--- config.mk ---
export PLATFORM = sky130hd
export DESIGN_NAME = display_bcd_formatter
export DESIGN_NICKNAME = d
export VERILOG_FILES = /design/src/rtl/display_bcd_formatter.sv
export SDC_FILE = /design/constraint.sdc
export NUM_CORES = 1
export LEC_CHECK = 0
export CAP_MARGIN = 20
export CORE_MARGIN = 8
export CORE_UTILIZATION = 39
export DETAILED_ROUTE_END_ITERATION = 8
export PLACE_DENSITY = 0.71
export SLEW_MARGIN = 10
export SYNTH_ARGS = -nofsm -noshare
export SYNTH_HDL_FRONTEND = slang
export SYNTH_SLANG_ARGS = --single-unit
--- constraint.sdc ---
create_clock -name clock_100Mhz -period 2.4 [get_ports clock_100Mhz]
set_clock_uncertainty 0.1 [all_clocks]
set_input_delay 0.6 -clock clock_100Mhz [delete_from_list [all_inputs] [get_ports clock_100Mhz]]
set_output_delay 0.6 -clock clock_100Mhz [all_outputs]
set_load 0.02 [all_outputs]
--- src/rtl/display_bcd_formatter.sv ---
// -----------------------------------------------------------------------------
// display_bcd_formatter
//
// Converts an unsigned binary value into four packed BCD digits for the
// 4-digit seven-segment display controller. A value is taken over a
// valid/ready handshake. Values above 9999 are clamped to 9999 and flagged.
// A sequential double-dabble (shift-add-3) engine does the conversion.
// Leading zero digits can optionally be replaced with the "off" code 4'hF.
// The formatted word is held steady between conversions.
//
// Ports:
//   clock_100Mhz        in   system clock, rising-edge active
//   reset               in   synchronous active-high reset
//   value_i  [DATA_W]   in   unsigned binary value to display
//   valid_i             in   value_i is valid this cycle
//   ready_o             out  high only while idle (can accept a new value)
//   displayed_number_o  out  {d3,d2,d1,d0}, d3 most significant
//   overflow_o          out  last accepted value exceeded 9999 (clamped)
//   done_o              out  one-cycle pulse: displayed_number_o just updated
// -----------------------------------------------------------------------------
module display_bcd_formatter #(
  parameter int DATA_W              = 14,
  parameter bit BLANK_LEADING_ZEROS = 1'b1
) (
  input  logic              clock_100Mhz,
  input  logic              reset,
  input  logic [DATA_W-1:0] value_i,
  input  logic              valid_i,
  output logic              ready_o,
  output logic [15:0]       displayed_number_o,
  output logic              overflow_o,
  output logic              done_o
);

  typedef enum logic [1:0] {
    ST_IDLE   = 2'd0,
    ST_SHIFT  = 2'd1,
    ST_FORMAT = 2'd2
  } state_t;

  localparam logic [16:0] MAX_VALUE     = 17'd9999;
  localparam logic [15:0] RESET_DISPLAY = BLANK_LEADING_ZEROS ? 16'hFFF0 : 16'h0000;
  localparam logic [4:0]  LAST_ITER     = 5'(DATA_W - 1);
  localparam logic [3:0]  BLANK_CODE    = 4'hF;

  // Double-dabble correction: a digit of 5 or more would become >= 10 after
  // the shift, so add 3 beforehand to carry cleanly into the next digit.
  function automatic logic [3:0] add3_if_ge5(input logic [3:0] digit);
    if (digit >= 4'd5) begin
      return digit + 4'd3;
    end else begin
      return digit;
    end
  endfunction

  state_t              state_q;
  logic [DATA_W-1:0]   bin_q;
  logic [15:0]         bcd_q;
  logic [4:0]          cnt_q;
  logic [15:0]         disp_q;
  logic                ovf_q;
  logic                done_q;
  logic                ready_q;

  logic [16:0]         value_ext_s;
  logic                sat_s;
  logic [DATA_W-1:0]   work_d;
  logic [15:0]         bcd_adj_s;
  logic [15:0]         bcd_shift_d;
  logic [DATA_W-1:0]   bin_shift_d;
  logic [15:0]         fmt_d;
  logic                d3_zero_s;
  logic                d2_zero_s;
  logic                d1_zero_s;

  // Zero-extend the input so the clamp compare works for any DATA_W up to 16.
  always_comb begin
    value_ext_s             = 17'd0;
    value_ext_s[DATA_W-1:0] = value_i;
  end

  // Clamp to 9999 so four BCD digits always suffice and no nibble overflows.
  always_comb begin
    sat_s = (value_ext_s > MAX_VALUE);
    if (sat_s) begin
      // Only reachable when DATA_W >= 14, where 9999 fits in the slice.
      work_d = MAX_VALUE[DATA_W-1:0];
    end else begin
      work_d = value_i;
    end
  end

  // One shift-add-3 step: correct every digit, then shift {bcd, bin} left.
  always_comb begin
    bcd_adj_s[3:0]   = add3_if_ge5(bcd_q[3:0]);
    bcd_adj_s[7:4]   = add3_if_ge5(bcd_q[7:4]);
    bcd_adj_s[11:8]  = add3_if_ge5(bcd_q[11:8]);
    bcd_adj_s[15:12] = add3_if_ge5(bcd_q[15:12]);
    bcd_shift_d      = {bcd_adj_s[14:0], bin_q[DATA_W-1]};
    bin_shift_d      = bin_q << 1;
  end

  // Leading-zero blanking; d0 always shows and interior zeros are kept
  // because each blank requires every more-significant digit to be zero too.
  always_comb begin
    d3_zero_s = (bcd_q[15:12] == 4'd0);
    d2_zero_s = (bcd_q[11:8]  == 4'd0);
    d1_zero_s = (bcd_q[7:4]   == 4'd0);
    fmt_d     = bcd_q;
    if (BLANK_LEADING_ZEROS) begin
      if (d3_zero_s) begin
        fmt_d[15:12] = BLANK_CODE;
      end else begin
        fmt_d[15:12] = bcd_q[15:12];
      end
      if (d3_zero_s && d2_zero_s) begin
        fmt_d[11:8] = BLANK_CODE;
      end else begin
        fmt_d[11:8] = bcd_q[11:8];
      end
      if (d3_zero_s && d2_zero_s && d1_zero_s) begin
        fmt_d[7:4] = BLANK_CODE;
      end else begin
        fmt_d[7:4] = bcd_q[7:4];
      end
    end else begin
      fmt_d = bcd_q;
    end
  end

  // Conversion FSM with all outputs registered.
  always_ff @(posedge clock_100Mhz) begin
    if (reset) begin
      state_q <= ST_IDLE;
      bin_q   <= {DATA_W{1'b0}};
      bcd_q   <= 16'h0000;
      cnt_q   <= 5'd0;
      disp_q  <= RESET_DISPLAY;
      ovf_q   <= 1'b0;
      done_q  <= 1'b0;
      ready_q <= 1'b1;
    end else begin
      case (state_q)
        ST_IDLE: begin
          done_q <= 1'b0;
          if (valid_i && ready_q) begin
            ovf_q   <= sat_s;
            bin_q   <= work_d;
            bcd_q   <= 16'h0000;
            cnt_q   <= 5'd0;
            ready_q <= 1'b0;
            state_q <= ST_SHIFT;
          end else begin
            ready_q <= 1'b1;
          end
        end
        ST_SHIFT: begin
          bcd_q <= bcd_shift_d;
          bin_q <= bin_shift_d;
          cnt_q <= cnt_q + 5'd1;
          if (cnt_q == LAST_ITER) begin
            state_q <= ST_FORMAT;
          end else begin
            state_q <= ST_SHIFT;
          end
        end
        ST_FORMAT: begin
          disp_q  <= fmt_d;
          done_q  <= 1'b1;
          ready_q <= 1'b1;
          state_q <= ST_IDLE;
        end
        default: begin
          // Unreachable encoding: recover to a clean idle state.
          state_q <= ST_IDLE;
          done_q  <= 1'b0;
          ready_q <= 1'b1;
        end
      endcase
    end
  end

  assign ready_o            = ready_q;
  assign displayed_number_o = disp_q;
  assign overflow_o         = ovf_q;
  assign done_o             = done_q;

endmodule

==> run summary <==
Worst Hold Class: reg -> reg
Avg WL per Cell: 13.49 µm
FMAX: 478.7 MHz
Syn_area_per_cell: 8.472 µm²
Ys Warns: 0
Initial Util: 0.4016
Slew @ Worst Pin: 632.8 ps
Overall power: 0.001693 W
Synth top area share: 0.4396
Total GRT Usage: 0.1219
PwrDens: 544.6 nW/µm²
Die area: 9382 µm²
Synth-to-Final Area Change: 21.93%
Setup TNS: 0 ps
Clk Latency, worst-skew pair: 300 ps
Nets@finish: 366
Remaining antenna violation count: 0
Crit path DAT: 2250 ps
Final setup vio count: 0
Iter 0 DRT Violations: 101
Uppermost layer routed: met4
Vias in the first global route: 2186
Setup CP Type: reg -> reg
H-tree levels: 2
Post-layout util: 0.4897
Fraction of layout cells with a size suffix above 1: 0.07692
DRT Pass-1 Iters: 5
Setup crit end kind: flip-flop
Register area share after synthesis: 0.4396
RSZ-0062 raised after global routing: false
Post-cts sizing count: 0
R2R cell count: 6
Setup WS pre-CTS: 28.58 ps
Synth cell count leaders: 56 x dfxtp_1, 40 x nand2_1, 22 x nor2_1
Pins Over Slew Limit: 0
Syn nets: 330
Die W: 96.86 µm
Required @ worst endpoint: 2560 ps
Met1 wire length: 2799 µm
CTS tree: built
Row Count: 29
Setup slack after layout: 311.0 ps
Max Root-Sink Buffers: 2
Met3 WL: 225 µm
LEAKAGE: 1.163 nW
Cells after Synth: 301
Unique cell type count in the Yosys netlist: 41
Post-synth ARST share: 0
Hpwl dp: 4113 µm
Initial antenna violation count: 0
R2r setup slk: 310 ps
Post-Syn Area: 2550 µm²
Num CTS Buffers: 5
Clk slew on worst S/H paths: 100 ps
Largest cells by area after synthesis: dfxtp_1 44%, ha_1 5.9%, nand2_1 5.9%
WL final: 5597 µm
Grt total ovfl: 0
Critical path peak fanout: 7
Top_reg_cell synth: dfxtp_1
Total of max-cap violations: 0
Worst Min Path Start: displayed_number_o[2]
Yosys top cell by area: dfxtp_1
Vias: 2225
RR Startpoint: bcd_q[12]
Outcome: finished clean
Largest net degree at the start of global routing: 21
DRC: 0
Setup crit start kind: flip-flop
Core Area: 6350 µm²
Via/cell ratio: 5.361
Max_slew headroom: 0.5773
Hold endpoint: displayed_number_o[2]
Num ports: 36
Routability cong.: 0.7886
WL met2: 2499 µm
Setup bufs post-CTS: 0
Final hold vios: 0
Number of I/O port buffers: 35
Count leader, synth: dfxtp_1
Die Y-Extent: 96.86 µm
First-pass GRT wire length: 9956 µm
Reg-to-Reg End: displayed_number_o[5]
#FFs+latches synth: 56
Period minus WS final: 2089 ps
Antenna Cells: 0
CTS Hold Bufs: 0
Hold Crit Depth: 2
Number of flops mapped to enable cells by yosys: 0
Worst vdd ir: 0.3052 mV
Clock root cell: clkbuf_8
Final Cycle Share: 0.8704
CTS Sinks: 56
## worst max-delay path by stage
stage | cells after the start | to | startpoint
final | 6 | displayed_number_o[5] | bcd_q[12]
after global routing | 6 | displayed_number_o[4] | bcd_q[12]
after CTS | 6 | displayed_number_o[5] | bcd_q[12]
after detailed placement | 6 | bin_q[11] | valid_i
after global placement | 6 | bcd_q[14] | valid_i
after floorplan | 6 | displayed_number_o[4] | bcd_q[12]
## worst max-delay path, cell delays in order, from the launching register on
cell and delay (ps):
dfxtp_1 360, inv_1 100, ha_1 220, or3b_4 430
nor4b_4 430, a41o_1 260, o32a_2 140
## power breakdown
part | switching [W] | internal [W] | leakage (nW) | total (W)
clock network | 0.000298 | 0.000231 | 0.0510 | 0.000529
logic | 0.000106 | 0.0000816 | 0.657 | 0.000188
registers | 0.0000191 | 0.000957 | 0.455 | 0.000976
## layout make-up
type | count | area, µm²
repair buffers | 47 | 440.4
well taps | 77 | 96.34
fillers | 611 | 3241
clock inverters | 2 | 10.01
flip-flops and latches | 56 | 1121
inverters | 14 | 52.55
multi-input cells | 213 | 1306
clock buffers | 6 | 82.58
## layer usage
layer / up-vias / global-route usage
li1: 1132 / -
met1: 1037 / 0.1525
met2: 48 / 0.1932
met3: 8 / 0.03770
met4: 0 / 0.04024
met5: - / 0
## registers in the layout, summed over array words and instances, names as in the netlist
register            count
bcd_q                  16
displayed_number_o     16
bin_q                  14
cnt_q                   5
state_q                 2
done_o                  1
overflow_o              1
ready_o                 1
## cells in the final DEF (no fill, tap or decap), drive strengths merged, types with 4 or more instances in the layout
cell / count
o22ai: 4
nor3: 15
a311oi: 7
clkdlybuf4s50: 35
inv: 14
dfxtp: 56
nand3: 12
buf: 12
xnor2: 4
nand2: 40
a21oi: 20
nand2b: 11
a31oi: 8
ha: 12
nor2: 22
clkbuf: 6
o21ai: 16
o21bai: 5
## cells by family (layout without fill, tap and decap cells)
group	after synthesis	count (layout)	synth area share
adders and majority gates	12	12	0.05888
and+or+nand+nor	116	116	0.2247
DFF	56	56	0.4396
muxes	4	4	0.01619
xor gates and xnor gates	6	6	0.02061
buffers and inverters	32	69	0.04809
AOI/OAI and AO/OA	75	75	0.1919
## through the flow
step / instances / area, µm² / hold WS [ps]
floorplan: 301 / 2550 / 332.1
global placement: 407 / 3017 / 343.0
detailed placement: 407 / 3017 / 346.7
CTS: 415 / 3109 / 356.8
global route: 415 / 3109 / 383.9
finish: 415 / 3109 / 358.5
Note: power is estimated with default switching activity, not from simulation.
